## src/rtl/shift_unit_arbiter.sv

```systemverilog
// ---------------------------------------------------------------------------
// shift_unit_arbiter
//
// Shares one 32-bit shift datapath (logical left / arithmetic right) between
// two requesters. A round-robin arbiter accepts one request at a time and
// latches its operands. The shifter result is registered one cycle later. It
// is then held on a valid/ready response channel until the consumer takes it.
// A wrapping counter records how many responses have been handshaked.
//
// Ports:
//   clock        system clock, all state updates on the rising edge
//   reset        synchronous, active-high reset
//   req_valid    per-requester request valid (bit i = requester i)
//   req_ready    per-requester accept, one-hot or zero, only in IDLE
//   req_op0/1    requester op: 0 = sll, 1 = sra
//   req_a0/1     requester 32-bit operand
//   req_shamt0/1 requester 5-bit shift amount
//   resp_valid   result available (state RESP)
//   resp_ready   consumer accepts the result
//   resp_id      requester that owns resp_data
//   resp_data    shifted result
//   busy         high whenever the FSM is not IDLE
//   op_count     completed (handshaked) responses, wraps modulo 2^CNT_W
// ---------------------------------------------------------------------------

// Combinational logical left shifter, zero fill.
module shift_sll (
    input  logic [31:0] a,
    input  logic [4:0]  shamt,
    output logic [31:0] y
);
    assign y = a << shamt;
endmodule

// Combinational arithmetic right shifter, fills with a[31].
module shift_sra (
    input  logic [31:0] a,
    input  logic [4:0]  shamt,
    output logic [31:0] y
);
    assign y = $unsigned($signed(a) >>> shamt);
endmodule

module shift_unit_arbiter #(
    parameter int CNT_W = 16
) (
    input  logic             clock,
    input  logic             reset,
    input  logic [1:0]       req_valid,
    output logic [1:0]       req_ready,
    input  logic             req_op0,
    input  logic [31:0]      req_a0,
    input  logic [4:0]       req_shamt0,
    input  logic             req_op1,
    input  logic [31:0]      req_a1,
    input  logic [4:0]       req_shamt1,
    output logic             resp_valid,
    input  logic             resp_ready,
    output logic             resp_id,
    output logic [31:0]      resp_data,
    output logic             busy,
    output logic [CNT_W-1:0] op_count
);

    typedef enum logic [1:0] {
        IDLE = 2'd0,
        EXEC = 2'd1,
        RESP = 2'd2
    } state_t;

    state_t      state;
    logic        last_grant;
    logic        op_q;
    logic [31:0] a_q;
    logic [4:0]  shamt_q;
    logic        id_q;
    logic [31:0] result_q;

    logic [1:0]  grant;
    logic        grant_id;
    logic        sel_op;
    logic [31:0] sel_a;
    logic [4:0]  sel_shamt;
    logic [31:0] sll_out;
    logic [31:0] sra_out;

    // Round-robin choice: a lone requester always wins, on a tie the
    // requester that was not served last time wins.
    always_comb begin
        grant = 2'b00;
        case (req_valid)
            2'b01:   grant = 2'b01;
            2'b10:   grant = 2'b10;
            2'b11:   grant = last_grant ? 2'b01 : 2'b10;
            default: grant = 2'b00;
        endcase
    end

    // Accept only in IDLE and never during the reset cycle, so a request
    // presented while the response handshakes waits for the IDLE cycle.
    assign req_ready = (state == IDLE && !reset) ? grant : 2'b00;
    assign grant_id  = grant[1];

    assign sel_op    = grant_id ? req_op1    : req_op0;
    assign sel_a     = grant_id ? req_a1     : req_a0;
    assign sel_shamt = grant_id ? req_shamt1 : req_shamt0;

    // The shifters only ever see the latched operands.
    shift_sll u_sll (
        .a     (a_q),
        .shamt (shamt_q),
        .y     (sll_out)
    );

    shift_sra u_sra (
        .a     (a_q),
        .shamt (shamt_q),
        .y     (sra_out)
    );

    always_ff @(posedge clock) begin
        if (reset) begin
            state      <= IDLE;
            last_grant <= 1'b1;
            op_q       <= 1'b0;
            a_q        <= '0;
            shamt_q    <= '0;
            id_q       <= 1'b0;
            result_q   <= '0;
            op_count   <= '0;
        end else begin
            case (state)
                IDLE: begin
                    if (|req_ready) begin
                        op_q       <= sel_op;
                        a_q        <= sel_a;
                        shamt_q    <= sel_shamt;
                        id_q       <= grant_id;
                        last_grant <= grant_id;
                        state      <= EXEC;
                    end
                end
                EXEC: begin
                    result_q <= op_q ? sra_out : sll_out;
                    state    <= RESP;
                end
                RESP: begin
                    if (resp_ready) begin
                        op_count <= op_count + CNT_W'(1);
                        state    <= IDLE;
                    end
                end
                default: state <= IDLE;
            endcase
        end
    end

    assign resp_valid = (state == RESP);
    assign busy       = (state != IDLE);
    assign resp_id    = id_q;
    assign resp_data  = result_q;

endmodule

```

## config.mk

```make
export PLATFORM = sky130hd
export DESIGN_NAME = shift_unit_arbiter
export DESIGN_NICKNAME = d
export VERILOG_FILES = /design/src/rtl/shift_unit_arbiter.sv
export SDC_FILE = /design/constraint.sdc
export NUM_CORES = 1
export LEC_CHECK = 0
export CAP_MARGIN = 20
export CORE_ASPECT_RATIO = 1.4
export CORE_MARGIN = 2
export CORE_UTILIZATION = 59
export DETAILED_ROUTE_END_ITERATION = 7
export GPL_TIMING_DRIVEN = 1
export PLACE_DENSITY = 0.92
export SYNTH_ARGS = -nofsm -noshare
export SYNTH_HDL_FRONTEND = slang
export SYNTH_HIERARCHICAL = 1
export SYNTH_SLANG_ARGS = --single-unit
export TNS_END_PERCENT = 30
```

## constraint.sdc

```tcl
create_clock -name clock -period 3.8 [get_ports clock]
set_input_delay 1.14 -clock clock [delete_from_list [all_inputs] [get_ports clock]]
set_output_delay 1.14 -clock clock [all_outputs]
set_load 0.005 [all_outputs]
```

==> run summary, run 1 <==
• 0 — number of failing hold endpoints at the final stage
• 141.9 um — die boundary height
• 0.2248 — post-synth top area share
• register to register — Min-Delay Path Class
• 9.275 um^2 — per-instance average area after synthesis
• 0.55 ns — highest cell delay on the worst timing path
• 0.35 ns — later-pin clock latency in the skew report
• 718 — initial drt markers
• 0 — antenna violations before repair
• 0.7240 — Final Core Density
• 20.39% — area delta synth->final
• 0 — sum of overflow across all layers after global routing
• completed — result of the run
• 946 — net count after synthesis
• 0 — detailed-route DRC error count
• 0.2494 mV — peak supply drop
• 7,728 — via count of the routed design
• 90 — total of flip-flops plus latches after synthesis
• 1.829 mm — Detail Route met3 WL
• 0 — max-capacitance violation count
• 50 — floorplan row count
• 0.009334 mm^2 — post-placement cell area
• 0 — final number of max-transition violations
• 0.008014 mm^2 — cell area after technology mapping
• yes — CTS tree
• output pin — CP Capture Type
• 2 — CTS Buffer Depth
• sky130_fd_sc_hd__clkdlybuf4s50_1 — Most Frequent Cell on Critical Path
• 0.6014 — starting utilization of the core area
• 0.1557 — layout cells sized above 1
• 988 — count of fill cells added during filler insertion
• 0.009648 mm^2 — post-route design area
• 0 — Async SR Flop Fraction
• 26.89 mm — final wirelength
• no — RSZ-0062 raised after global routing
• 1.364 mW — net load switching power
• 2.66 ns — required time of the critical path
• 3 — Worst Path Max Fanout
• 864 — post-synthesis instance total
• 23.61 um — per-cell routed wire length
• 7,421 — vias in the first global route
• 0.3130 — tightest slew margin relative to the limit
• 20.43 mm — dpl hpwl
• 90 — count of clock tree sinks
• met4 — uppermost layer routed
• 0 — number of enable-type register cells in the synthesized netlist
• 0 ns — Fin Setup TNS
• 2.58 ns — critical path arrival
• 133 — PortBufs
• 74 — synth unique cells
• 0.01333 mm^2 — area of the core region
• clkdlybuf4s50_1 -> a21boi_4 -> and2_4 -> clkdlybuf4s50_1 — ordered cell list for the critical path
• sky130_fd_sc_hd__clkdlybuf4s50_1 — most common cell after layout, fill and taps aside
• 0 — post-CTS setup-driven buffer insertion count
• 0.3850 — switching power share of the total
• 6.785 — Via-to-Cell Ratio
• 0 — number of setup violations in the final report
• 1.030 ns — Worst Max-Slew Pin Slew
• 2.179 mW — cell internal pwr
• 3.720 ns — clock period minus final worst setup slack
• 0.4721 ns — final worst hold slack
• 134 — number of top-level pins
• 0.253 — clock share of power
• 0.08 ns — clock slew at the register clock pins of the worst setup and hold paths
• 0.9790 — post-route clock period utilization
• 0.405 — Logic pwr share
• 367.2 mW/mm^2 — Pwr Density
• 0.2248 — Seq/Total Area, Yosys
• 102.5 um — die extent in x
• sky130_fd_sc_hd__clkdlybuf4s50_1 — cell at the slowest stage of the critical path
• 5 — number of iterations in the first detailed-routing pass
• 0.01454 mm^2 — Die ar.
• 0.341 — power share of the sequential group
• 41.42 mm — global-route wire length before repair
• 13.36 mm — Detail Route met2 WL
• 0.3756 — aggregate global-route resource usage
• 1.053 — routability congestion estimate
• 6 — yosys synthesis warning count
• 3.412 nW — static power due to leakage
• sky130_fd_sc_hd__dfxtp_1 — most area-hungry cell type in the Yosys netlist
• 9.779 mm — met1 routed wirelength after detailed routing
• input port — category of the worst setup path launch point
• 0.77 ns — register-to-register setup slack
• 268.8 MHz — highest attainable clock frequency
• 3.543 mW — total chip power
• 9 — number of buffers created by CTS
• sky130_fd_sc_hd__dfxtp_1 — top flip-flop cell by instance count after synthesis
• input port to output pin — Crit Path Class
• 1,034 — total number of nets in the final design
• 0 — quantity of hold-fixing buffers added after cts
• 0 — total inserted antenna cells
• 90 — largest net degree at the start of global routing
• sky130_fd_sc_hd__clkdlybuf4s50_1, sky130_fd_sc_hd__nor2_1, sky130_fd_sc_hd__mux2i_1 — highest-count cells in the layout ignoring fill and taps
• sky130_fd_sc_hd__dfxtp_1, sky130_fd_sc_hd__mux4_2, sky130_fd_sc_hd__mux2i_1 — top area cells in the synthesized netlist
• sky130_fd_sc_hd__clkbuf_16 — clock root buffer master
• 3 — CTS H-Tree Depth
• 0.01303 ns — Clock Skew
• 0 — Antenna Violating Nets Remaining
==> stage by stage <==
stage | worst slack [ns] | cells
floorplan | 0.9497 | 864
finish | 0.07975 | 1139
global placement | 0.01907 | 1123
CTS | 0.02633 | 1139
detailed placement | -0.04386 | 1123
global route | 0.04986 | 1139
==> final timing paths <==
| path | cells after the start | to | from |
|---|---|---|---|
| min reg2reg | 2 | resp_id$_SDFFE_PP0P_ | resp_id$_SDFFE_PP0P_ |
| min | 2 | resp_id$_SDFFE_PP0P_ | resp_id$_SDFFE_PP0P_ |
| max | 4 | req_ready[1] | req_valid[1] |
| max reg2reg | 7 | resp_data[27]$_SDFFE_PP0N_ | shamt_q[1]$_SDFFE_PP0P_ |
==> Yosys cell counts (all sizes together) (13+ instances only) <==
| cell | n |
|---|---|
| a211oi | 77 |
| a21oi | 16 |
| a22oi | 13 |
| buf | 50 |
| clkbuf | 34 |
| dfxtp | 90 |
| mux2 | 34 |
| mux2i | 110 |
| mux4 | 59 |
| nand2 | 57 |
| nor2 | 121 |
| o21ai | 20 |
==> layer usage <==
| layer | GRT usage | up-vias |
|---|---|---|
| met5 | 0 | - |
| met4 | 0.2302 | 0 |
| li1 | - | 3513 |
| met2 | 0.6367 | 470 |
| met1 | 0.4464 | 3616 |
| met3 | 0.04335 | 129 |
==> final cells by class <==
type / count / area, um^2 / area share
multi-input cells: 678 / 5702 / 0.5910
flip-flops and latches: 90 / 1813 / 0.1879
repair buffers: 161 / 1564 / 0.1621
inverters: 12 / 45.04 / 0.004669
clock inverters: 7 / 71.32 / 0.007392
clock buffers: 9 / 225.2 / 0.02334
well taps: 182 / 227.7 / 0.02360
==> cells by family after synthesis <==
logic type,synth area share
DFF,0.2248
AOI/OAI and AO/OA,0.1934
xor gates and xnor gates,0.01093
adders and majority gates,0.001561
buffers and inverters,0.06807
and+or+nand+nor,0.1441
muxes,0.3571
==> flip-flops by register name (all words and copies together) (netlist names) <==
signal,cells
resp_data,32
a_q,32
resp_id,1
op_q,1
op_count,16
last_grant,1
state,2
shamt_q,5
==> power by group through the flow <==
stage	registers, mW	logic, mW	clock network (mW)
final	1.21	1.44	0.898
after global routing	1.23	1.51	0.936
after CTS	1.21	1.40	0.903
after detailed placement	1.23	1.39	0
after global placement	1.22	1.38	0
after floorplan	1.12	0.997	0
==> worst max-delay path: cells and delay by family <==
kind                   cells  cell delay [ns]
buffers and inverters      2             1.06
AOI/OAI and AO/OA          1             0.21
and+or+nand+nor            1             0.17
==> what timing repair did <==
item                                    CTS  global route
resized for setup                         1             2
endpoints found under the hold margin     0             0
endpoints found under the setup margin    1             2
Power figures use the tool's default switching activity.
==> inputs of run 2 (changes only) <==
--- a/config.mk
+++ b/config.mk
@@ -9,9 +9,11 @@
 export CORE_ASPECT_RATIO = 1.4
 export CORE_MARGIN = 2
 export CORE_UTILIZATION = 59
+export CTS_CLUSTER_SIZE = 10
 export DETAILED_ROUTE_END_ITERATION = 7
 export GPL_TIMING_DRIVEN = 1
 export PLACE_DENSITY = 0.92
+export REMOVE_ABC_BUFFERS = 1
 export SYNTH_ARGS = -nofsm -noshare
 export SYNTH_HDL_FRONTEND = slang
 export SYNTH_HIERARCHICAL = 1
==> run 2 against run 1 <==
  * Combinational power is 4% lower
  * Worst hold slack worse by 0.0048 ns
  * Global-route usage fell by 1.6 points
  * Sequential cell count is the same
  * Largest cell class unchanged
  * Clock-buffer cell count rose by 1
  * Clock skew down 0.0049 ns
  * Largest power group unchanged
==> run summary, run 2 (synthesis results as in run 1) <==
• 0.009592 mm^2 — post-route design area
• yes — CTS tree
• 25.58 mm — final wirelength
• 2.66 ns — required time of the critical path
• 0.9660 ns — Worst Max-Slew Pin Slew
• 3.600 mW — total chip power
• 22.64 um — per-cell routed wire length
• completed — result of the run
• 0.4673 ns — final worst hold slack
• 1,025 — total number of nets in the final design
• 3 — CTS H-Tree Depth
• register to register — Min-Delay Path Class
• 90 — count of clock tree sinks
• 2 — CTS Buffer Depth
• 102.5 um — die extent in x
• 50 — floorplan row count
• 7,862 — via count of the routed design
• 9.221 mm — met1 routed wirelength after detailed routing
• 0.3618 — switching power share of the total
• input port — category of the worst setup path launch point
• 0 — max-capacitance violation count
• 2.330 mm — Detail Route met3 WL
• 1.009 — routability congestion estimate
• 0.275 — clock share of power
• 6.958 — Via-to-Cell Ratio
• 0 — sum of overflow across all layers after global routing
• 0.6014 — starting utilization of the core area
• met4 — uppermost layer routed
• 0.1169 ns — worst-case setup margin in the final layout
• 9 — number of buffers created by CTS
• 3.367 nW — static power due to leakage
• 0.3560 — tightest slew margin relative to the limit
• 134 — number of top-level pins
• 78 — largest net degree at the start of global routing
• sky130_fd_sc_hd__clkdlybuf4s50_1, sky130_fd_sc_hd__nor2_1, sky130_fd_sc_hd__mux2i_1 — highest-count cells in the layout ignoring fill and taps
• 7,194 — vias in the first global route
• 6 — number of iterations in the first detailed-routing pass
• 40.51 mm — global-route wire length before repair
• 0 — Antenna Violating Nets Remaining
• output pin — CP Capture Type
• 0.3073 mV — peak supply drop
• 3.683 ns — clock period minus final worst setup slack
• 0 ns — Fin Setup TNS
• 375.3 mW/mm^2 — Pwr Density
• 141.9 um — die boundary height
• 2.54 ns — critical path arrival
• 0.3591 — aggregate global-route resource usage
• no — RSZ-0062 raised after global routing
• 0 — antenna violations before repair
• 0.9692 — post-route clock period utilization
• 0.342 — power share of the sequential group
• 0.35 ns — later-pin clock latency in the skew report
• 0 — detailed-route DRC error count
• 0.009265 mm^2 — post-placement cell area
• 3 — Worst Path Max Fanout
• 18.39 mm — dpl hpwl
• 271.5 MHz — highest attainable clock frequency
• 0 — final number of max-transition violations
• 0 — total inserted antenna cells
• 0.01333 mm^2 — area of the core region
• 0.1456 — layout cells sized above 1
• 12.48 mm — Detail Route met2 WL
• 0.008084 ns — Clock Skew
• -0.004338 ns — worst slack at placement
• 0 — number of setup violations in the final report
• 19.69% — area delta synth->final
• sky130_fd_sc_hd__clkbuf_16 — clock root buffer master
• 1.302 mW — net load switching power
• 1,039 — initial drt markers
• 0.07 ns — clock slew at the register clock pins of the worst setup and hold paths
• sky130_fd_sc_hd__clkdlybuf4s50_1 — most common cell after layout, fill and taps aside
• 2.297 mW — cell internal pwr
• 0 — number of failing hold endpoints at the final stage
• 0.01454 mm^2 — Die ar.
• 133 — PortBufs
• 0.384 — Logic pwr share
• input port to output pin — Crit Path Class
run 2: cell types whose count changed in the layout (fill, tap and decap cells not counted), sizes merged:
| cell | previous run | this run |
|---|---|---|
| dlygate4sd2 | 0 | 1 |
| buf | 29 | 20 |
| clkbuf | 9 | 10 |
| bufinv | 0 | 2 |
| dlymetal6s2s | 1 | 0 |
| inv | 14 | 11 |
run 2: stage by stage:
stage,cells,utilization
4_1_cts,1130,0.7198
3_3_place_gp,1114,0.6953
5_1_grt,1130,0.7198
6_report,1130,0.7198
3_5_place_dp,1114,0.6953
2_1_floorplan,780,-
run 2: what timing repair did:
item | 4_1_cts | 5_1_grt
resized for setup | 1 | 0
hold buffers | 0 | 0
endpoints found under the setup margin | 1 | 0
buffers inserted | 0 | 0
run 2: final cells by class:
type	instances	area, um^2
inverter	12	45.04
sequential	90	1812
multi-input combinational	678	5687
tap	182	227.7
fill	993	3734
timing repair buffer	152	1493
clock inverter	6	88.84
clock buffer	10	239.0
run 2: worst max-delay path: stages:
cell and delay, ns:
sky130_fd_sc_hd__clkdlybuf4s50_1 0.42, sky130_fd_sc_hd__buf_4 0.16, sky130_fd_sc_hd__a21boi_4 0.14, sky130_fd_sc_hd__and2_1 0.17, sky130_fd_sc_hd__clkdlybuf4s50_1 0.52
run 2: path summary, 6_finish.rpt:
check,start,slack [ns],endpoint,depth (start not counted)
worst max register to register,shamt_q[1]$_SDFFE_PP0P_,0.69,resp_data[13]$_SDFFE_PP0N_,6
worst max-delay path,req_valid[0],0.12,req_ready[1],5
worst min-delay path,resp_id$_SDFFE_PP0P_,0.47,resp_id$_SDFFE_PP0P_,2
worst min register to register,resp_id$_SDFFE_PP0P_,0.47,resp_id$_SDFFE_PP0P_,2
run 2: per-layer routing:
metal,GRT usage,vias to the layer above
met2,0.5896,563
li1,-,3492
met4,0.1796,0
met3,0.05123,117
met5,0,-
met1,0.4562,3690
run 2: power by group through the flow:
| stage | registers (mW) | clock network [mW] | logic (mW) |
|---|---|---|---|
| after floorplan | 1.22 | 0 | 0.849 |
| after global placement | 1.23 | 0 | 1.31 |
| after detailed placement | 1.24 | 0 | 1.33 |
| after CTS | 1.22 | 1.00 | 1.34 |
| after global routing | 1.25 | 1.04 | 1.46 |
| final | 1.23 | 0.988 | 1.38 |
==> inputs of run 3 (changes only) <==
--- a/config.mk
+++ b/config.mk
@@ -18,4 +18,4 @@
 export SYNTH_HDL_FRONTEND = slang
 export SYNTH_HIERARCHICAL = 1
 export SYNTH_SLANG_ARGS = --single-unit
-export TNS_END_PERCENT = 30
+export TNS_END_PERCENT = 5
==> results of run 3 <==
The final DEF is identical to that of run 2; final timing and power are the same.
